`src/rtl/load_trim_ctrl.sv`:
```
// Load-path controller: accepts one RV32I load, issues a word read, trims/extends the lane.
// Optional macro MISALIGN_TRAP_EN: misaligned LH/LW return an error instead of being force-aligned.
module load_trim_ctrl #(
  parameter int MEM_TIMEOUT = 15
) (
  input  logic        clk,
  input  logic        rst_n,
  input  logic        req_valid,
  output logic        req_ready,
  input  logic [31:0] req_addr,
  input  logic [2:0]  req_funct3,
  output logic        mem_rd,
  output logic [31:0] mem_addr,
  input  logic [31:0] mem_rdata,
  input  logic        mem_ack,
  output logic        rsp_valid,
  input  logic        rsp_ready,
  output logic [31:0] rsp_data,
  output logic        rsp_err,
  output logic [1:0]  trim_width
);

  localparam logic [7:0] CNT_LAST = 8'(MEM_TIMEOUT - 1);

  localparam logic [2:0] F3_LB  = 3'b000;
  localparam logic [2:0] F3_LH  = 3'b001;
  localparam logic [2:0] F3_LW  = 3'b010;
  localparam logic [2:0] F3_LBU = 3'b100;
  localparam logic [2:0] F3_LHU = 3'b101;

  typedef enum logic [1:0] {S_IDLE, S_ISSUE, S_RESP} state_t;

  state_t      r_state;
  logic        r_req_ready;
  logic [1:0]  r_off;
  logic [2:0]  r_f3;
  logic [7:0]  r_cnt;

  logic        w_legal;
  logic        w_trap;
  logic [1:0]  w_width;
  logic [7:0]  w_byte;
  logic [15:0] w_half;
  logic [31:0] w_trim;

  // Gated by rst_n so the block never advertises readiness while held in reset.
  assign req_ready = r_req_ready & rst_n;

  always_comb begin
    w_legal = 1'b1;
    w_width = 2'd2;
    case (req_funct3)
      F3_LB, F3_LBU: w_width = 2'd0;
      F3_LH, F3_LHU: w_width = 2'd1;
      F3_LW:         w_width = 2'd2;
      default:       w_legal = 1'b0;
    endcase
  end

`ifdef MISALIGN_TRAP_EN
  logic w_misal;
  assign w_misal = ((w_width == 2'd1) && req_addr[0]) ||
                   ((w_width == 2'd2) && (req_addr[1:0] != 2'b00));
  assign w_trap  = w_misal;
`else
  // Force-aligned: half lane uses addr[1] only, word ignores the low bits.
  assign w_trap  = 1'b0;
`endif

  // Little-endian lane select from the latched offset.
  assign w_byte = mem_rdata[{r_off, 3'b000} +: 8];
  assign w_half = r_off[1] ? mem_rdata[31:16] : mem_rdata[15:0];

  always_comb begin
    w_trim = mem_rdata;
    case (r_f3)
      F3_LB:   w_trim = {{24{w_byte[7]}}, w_byte};
      F3_LBU:  w_trim = {24'b0, w_byte};
      F3_LH:   w_trim = {{16{w_half[15]}}, w_half};
      F3_LHU:  w_trim = {16'b0, w_half};
      default: w_trim = mem_rdata;
    endcase
  end

  always_ff @(posedge clk) begin
    if (!rst_n) begin
      r_state     <= S_IDLE;
      r_req_ready <= 1'b1;
      r_off       <= 2'b00;
      r_f3        <= 3'b000;
      r_cnt       <= 8'd0;
      mem_rd      <= 1'b0;
      mem_addr    <= 32'd0;
      rsp_valid   <= 1'b0;
      rsp_data    <= 32'd0;
      rsp_err     <= 1'b0;
      trim_width  <= 2'd2;
    end else begin
      case (r_state)
        S_IDLE: begin
          if (req_valid) begin
            r_req_ready <= 1'b0;
            if (!w_legal || w_trap) begin
              if (w_legal) trim_width <= w_width;
              rsp_valid <= 1'b1;
              rsp_err   <= 1'b1;
              rsp_data  <= 32'd0;
              r_state   <= S_RESP;
            end else begin
              r_off      <= req_addr[1:0];
              r_f3       <= req_funct3;
              trim_width <= w_width;
              mem_addr   <= {req_addr[31:2], 2'b00};
              mem_rd     <= 1'b1;
              r_cnt      <= 8'd0;
              r_state    <= S_ISSUE;
            end
          end
        end
        S_ISSUE: begin
          // An ack arriving on the timeout cycle still wins.
          if (mem_ack) begin
            mem_rd    <= 1'b0;
            rsp_valid <= 1'b1;
            rsp_err   <= 1'b0;
            rsp_data  <= w_trim;
            r_state   <= S_RESP;
          end else if (r_cnt == CNT_LAST) begin
            mem_rd    <= 1'b0;
            rsp_valid <= 1'b1;
            rsp_err   <= 1'b1;
            rsp_data  <= 32'd0;
            r_state   <= S_RESP;
          end else begin
            r_cnt <= r_cnt + 8'd1;
          end
        end
        S_RESP: begin
          if (rsp_ready) begin
            rsp_valid   <= 1'b0;
            r_req_ready <= 1'b1;
            r_state     <= S_IDLE;
          end
        end
        default: begin
          r_state     <= S_IDLE;
          r_req_ready <= 1'b1;
          mem_rd      <= 1'b0;
          rsp_valid   <= 1'b0;
        end
      endcase
    end
  end

endmodule

```
`config.mk`:
```
export PLATFORM = sky130hd
export DESIGN_NAME = load_trim_ctrl
export DESIGN_NICKNAME = d
export VERILOG_FILES = /design/src/rtl/load_trim_ctrl.sv
export SDC_FILE = /design/constraint.sdc
export NUM_CORES = 1
export LEC_CHECK = 0
export BUFFER_PORTS_ARGS = -buffer_cell sky130_fd_sc_hd__buf_2
export CORE_ASPECT_RATIO = 0.5
export CORE_MARGIN = 2
export CORE_UTILIZATION = 49
export CTS_CLUSTER_DIAMETER = 150
export CTS_CLUSTER_SIZE = 20
export DETAILED_ROUTE_END_ITERATION = 7
export GPL_TIMING_DRIVEN = 0
export PLACE_DENSITY = 0.83
export SLEW_MARGIN = 30
export SYNTH_ARGS = -nofsm -noshare
export SYNTH_HDL_FRONTEND = slang
export SYNTH_SLANG_ARGS = --single-unit
```
`constraint.sdc`:
```
create_clock -name clk -period 2.4 [get_ports clk]
set_clock_uncertainty 0.1 [all_clocks]
set_input_delay 0.24 -clock clk [delete_from_list [all_inputs] [get_ports clk]]
set_output_delay 0.24 -clock clk [all_outputs]
set_load 0.01 [all_outputs]
```
# Word-level counts from Yosys, hierarchy flattened
# Index checks and enable logic that the tools add are counted.
[totals] reg_bits=83 inputBits=72
[classes] n_addsub=1 eq_ne=17 shifts=1 muxes=36 n_bitwise=3 reduce_logical=14
[op_table] operator="$mux 32" count=4
[op_table] operator="$pmux 32 s4" count=1
[op_table] operator="$pmux 32 s2" count=1
[op_table] operator="$mux 8" count=4
[op_table] operator="$shiftx 32x6->8" count=1
[op_table] operator="$mux 16" count=1
[op_table] operator="$pmux 8 s2" count=1
[op_table] operator="$mux 1" count=13
[op_table] operator="$eq 3x3->1 const B" count=4
[op_table] operator="$ne 2x2->1 const B" count=6
[op_table] operator="$reduce_and 4->1" count=3
[op_table] operator="$mux 2" count=5
[op_table] operator="$pmux 1 s3" count=3
[op_table] operator="$reduce_and 3->1" count=3
[op_table] operator="$add 8x1->8 const B" count=1
[op_table] operator="$eq 8x4->1 const B" count=1
[op_table] operator="$eq 3x1->1 const B" count=2
[op_table] operator="$logic_not 3->1" count=2
[op_table] operator="$pmux 2 s3" count=1
[op_table] operator="$reduce_and 5->1" count=1
[op_table] operator="$reduce_or 5->1" count=1
[op_table] operator="$pmux 2 s2" count=1
[op_table] operator="$reduce_or 2->1" count=2
[op_table] operator="$eq 3x2->1 const B" count=1
[op_table] operator="other kinds (8)" count=9

# Logic depth before layout (Yosys ltp)
[logic_depth] depth_word=6 ltp_mapped=7 mapped_depth_nobuf=5

# Worst setup path before layout
# OpenSTA, ideal clock, no wires.
[synth_timing] kind="register to register" from="reg r_cnt[4]" to="reg rsp_data[11]" arrival_time_ns=1.676 t_required_ns=2.183 slack_ns=0.507 path_stages_with_launch=6 path_cell_list="dfxtp_1 nor4_4 a311oi_2 o41a_1 buf_2 a22o_1"
[synth_between] elab_chain_cells=3
[synth_rtl] element="from (decl)" line_no="37" rtl="logic [7:0] r_cnt;"
[synth_rtl] element="from (signal assigned)" line_no="135" rtl="r_cnt <= r_cnt + 8'd1;"
[synth_rtl] element="$eq 8x4->1" line_no="128" rtl="end else if (r_cnt == CNT_LAST) begin"
[synth_rtl] element="$ne 3x3->1 (no source line)"
[synth_rtl] element="$reduce_and 4->1 (no source line)"
[synth_rtl] element="to (signal assigned)" line_no="126" rtl="rsp_data <= w_trim;"
[synth_rtl] element="to (decl)" line_no="18" rtl="output logic [31:0] rsp_data,"
# No other way between the ends.
# A chain may end at the register's enable or synchronous reset.

# Worst setup path in the final report
[layout_timing] from="reg r_off[1]" to="reg rsp_data[23]"
[layout_between] elab_chain_cells=4 word_cells_on_any_way=5 cone_classes="1 x shift; 4 x mux"
[layout_rtl] element="from (decl)" line_no="35" rtl="logic [1:0] r_off;"
[layout_rtl] element="from (signal assigned)" line_no="110" rtl="r_off <= req_addr[1:0];"
[layout_rtl] element="$shiftx 32x6->8 / $mux 16 (equally long branches)" line_no="71, 72"
[layout_rtl] element="$pmux 32 s4 *" line_no="76" rtl="case (r_f3)"
[layout_rtl] element="$mux 32 *" line_no="122" rtl="if (mem_ack) begin"
[layout_rtl] element="$pmux 32 s2 *" line_no="99" rtl="case (r_state)"
# Mark *: on every way between the ends. The rest lies on a longest branch, timed or not.

==> results.md <==
* VDD IR max at roughly 0.00046 V
* Post-route ant nets at 0
* Worst-path clk slew at 0.06 ns
* CTS HTree Levels at 3
* Die Area at 0.00814 mm²
* TritonCTS Buffers at 9
* Crit path time final at 2.26 ns
* Post-Synthesis Cells at 422
* Max Fclk at about 440 MHz
* Slew @ Worst Pin at 0.909 ns
* First-pass GRT wire length at 16.2 mm
* Initial antenna violation count at 0
* Worst hold path type: in -> reg
* WP data required at around 2.5 ns
* Pwr Density at approximately 780 mW/mm²
* Number of synthesized flops with an enable pin at 0
* Clock latency on the worst-skew pair at 0.34 ns
* Critical path type: reg -> reg
* Final Slew Violations at 0
* Nets at 647
* Clock sinks at 83
* Max Root-Sink Buffers at 2
* Synthesized flop and latch total at 83
* Port Buffers at about 140
* Fraction of layout cells with a size suffix above 1 at 29.6%
* Ports at 142
* Max_cap viols at 0
* Final Cycle Share at 94.0%
* Crit path launch type: flip-flop
* Routed WL at a little over 10 mm
* Setup TNS at 0 ns
* Vias/cell at 5.51
* Drt drc at 0
* CTS tree: built
* Routability Congestion at about 0.90
* CTS Root Cell: clkbuf_16
* Global Route Usage Sum at 25.0%
* Vias at approximately 3700
* FP Rows at 22
* Post-layout util at between 60% and 70%
* Diode count at 0
* Static leakage at between 0.002 and 0.0025 µW
* Postcts setup bufs at 0
* Status: finished clean
* Die width at 126 µm
* Core ar. at 0.00724 mm²
* Hold Vio Cnt, Final at 0
* DR pass1 iterations at 5
* Max_slew headroom at 38.9%
* Worst Path Arrival at 2.35 ns
* DR WL/cell at 14.9 µm
* GRT overflow at 0
* FFs w/ async S/R, synth at 0%
* Largest net degree at the start of global routing at 15
* Post-synth cell types at 46
* Area Overhead vs Synth at 33.1%
* Final setup violation count at 0
* Ys flop type: dfxtp_1
* Syn Area/Cell at 8.59 µm²
* Sequential element share of the synthesized area at 45.9%
* Setup repair after global routing missed its margin: false
* Vias in the first global route at 3386
* Worst-path fanout max at 10
* Dpl hpwl at around 7 mm
* Initial Utilization at 50.1%
* Synthesis Warnings at 0
* Synth Cell Area at around 0.0036 mm²
* DIE HEIGHT at 64.8 µm
* Drt initial violations at 279
* CP endpoint kind: flip-flop
[cell usage after synthesis (3+ instances only)]
cell       count  area (µm²)
a2111o_1       5        56.3
a21oi_1       59         295
and2_1         3        18.8
and3_1         3        18.8
buf_1          3        11.3
buf_2          5        25.0
clkbuf_1      24        90.1
dfxtp_1       83        1660
inv_1          7        26.3
mux2_2         4        45.0
mux2i_1        7        70.1
nand2_1       87         327
nand2b_1       5        31.3
nand3_1        4        20.0
nand4_1        3        18.8
nor2_1         6        22.5
nor2b_1        3        18.8
nor3_1         7        35.0
o2111ai_1      4        35.0
o21a_1         4        30.0
o21ai_0       22         110
o22ai_1        7        43.8
o2bb2ai_1     35         307
or3_1          6        37.5
[kinds of logic (layout without fill, tap and decap cells)]
group                      count (synthesis)  after routing  synth area share (%)
muxes                                     13             13                  4.42
and+or+nand+nor                          131            131                  16.3
AOI/OAI and AO/OA                        151            151                  28.0
other                                      1              2                 0.103
adders and majority gates                  2              2                 0.690
buffers and inverters                     41            196                  4.63
DFF                                       83             83                  45.9
[layout by cell type, fill, tap and decap left out, types with 4 or more instances in the layout]
| cell | instances |
|---|---|
| clkbuf_16 | 9 |
| dfxtp_1 | 83 |
| bufinv_16 | 4 |
| nand2_1 | 87 |
| buf_2 | 144 |
| o2bb2ai_1 | 35 |
| o21ai_0 | 22 |
| a2111o_1 | 5 |
| nor3_1 | 7 |
| clkbuf_1 | 24 |
| a21oi_1 | 59 |
| nand2b_1 | 5 |
| o21a_1 | 4 |
| or3_1 | 6 |
| mux2i_1 | 7 |
| mux2_2 | 4 |
| nand3_1 | 4 |
| nor2_1 | 6 |
| o2111ai_1 | 4 |
| inv_1 | 7 |
| o22ai_1 | 7 |
[final timing paths]
check	depth (start not counted)	from	slack (ns)	end
max reg2reg	5	r_off[1]	0.14	rsp_data[23]
max	5	r_off[1]	0.14	rsp_data[23]
min	3	req_addr[11]	0.03	mem_addr[11]
min reg2reg	2	mem_addr[12]	0.35	mem_addr[12]
[per-layer routing]
layer,vias up,routed length [µm],track usage (%)
met3,15,760,6.85
li1,1830,-,-
met2,152,4770,42.0
met4,0,156,8.06
met5,-,0,0
met1,1718,4380,31.7
[repair_timing]
item,CTS,global route
hold buffers,0,0
gates resized for setup,0,4
endpoints found under the setup margin,0,51
[registers in the layout (all words and copies together) (netlist names)]
| register | flops |
|---|---|
| r_req_ready | 1 |
| mem_addr | 30 |
| r_off | 2 |
| rsp_data | 32 |
| r_f3 | 3 |
| mem_rd | 1 |
| r_state | 2 |
| trim_width | 2 |
| rsp_valid | 1 |
| r_cnt | 8 |
| rsp_err | 1 |
[power breakdown]
part / leakage [µW] / total (µW) / switching, µW / internal, µW
Clock: 0.000177 / 1680 / 554 / 1130
Sequential: 0.000675 / 1510 / 49.1 / 1460
Combinational: 0.00123 / 589 / 356 / 233
Total: 0.00208 / 3780 / 959 / 2820
[per-stage QoR]
stage | hold slack, ns | std cells | cell area (µm²) | setup slack (ns) | total power [µW]
after floorplan | 0.276 | 423 | 3630 | 0.507 | 1880
after global placement | 0.339 | 658 | 4440 | 0.224 | 2100
after detailed placement | 0.344 | 658 | 4440 | 0.164 | 2110
after CTS | 0.0280 | 674 | 4810 | 0.134 | 3790
after global routing | 0.0295 | 674 | 4820 | 0.00156 | 3940
final | 0.0339 | 674 | 4820 | 0.143 | 3780
[critical path: stages, from the launching register on]
cell	delay, ns
dfxtp_1	0.34
buf_2	0.26
mux2_2	0.40
mux2_2	0.28
o21ai_1	0.56
o2bb2ai_1	0.18
[final cells by class]
class,instances,area (µm²)
fillers,606,2420
multi-input cells,299,1810
flip-flops and latches,83,1660
repair buffers,139,696
clock buffers,10,229
plain buffers,34,144
clock inverters,6,138
well taps,96,120
inverters,7,26.3
No activity file was read; power rests on OpenSTA's default activity.
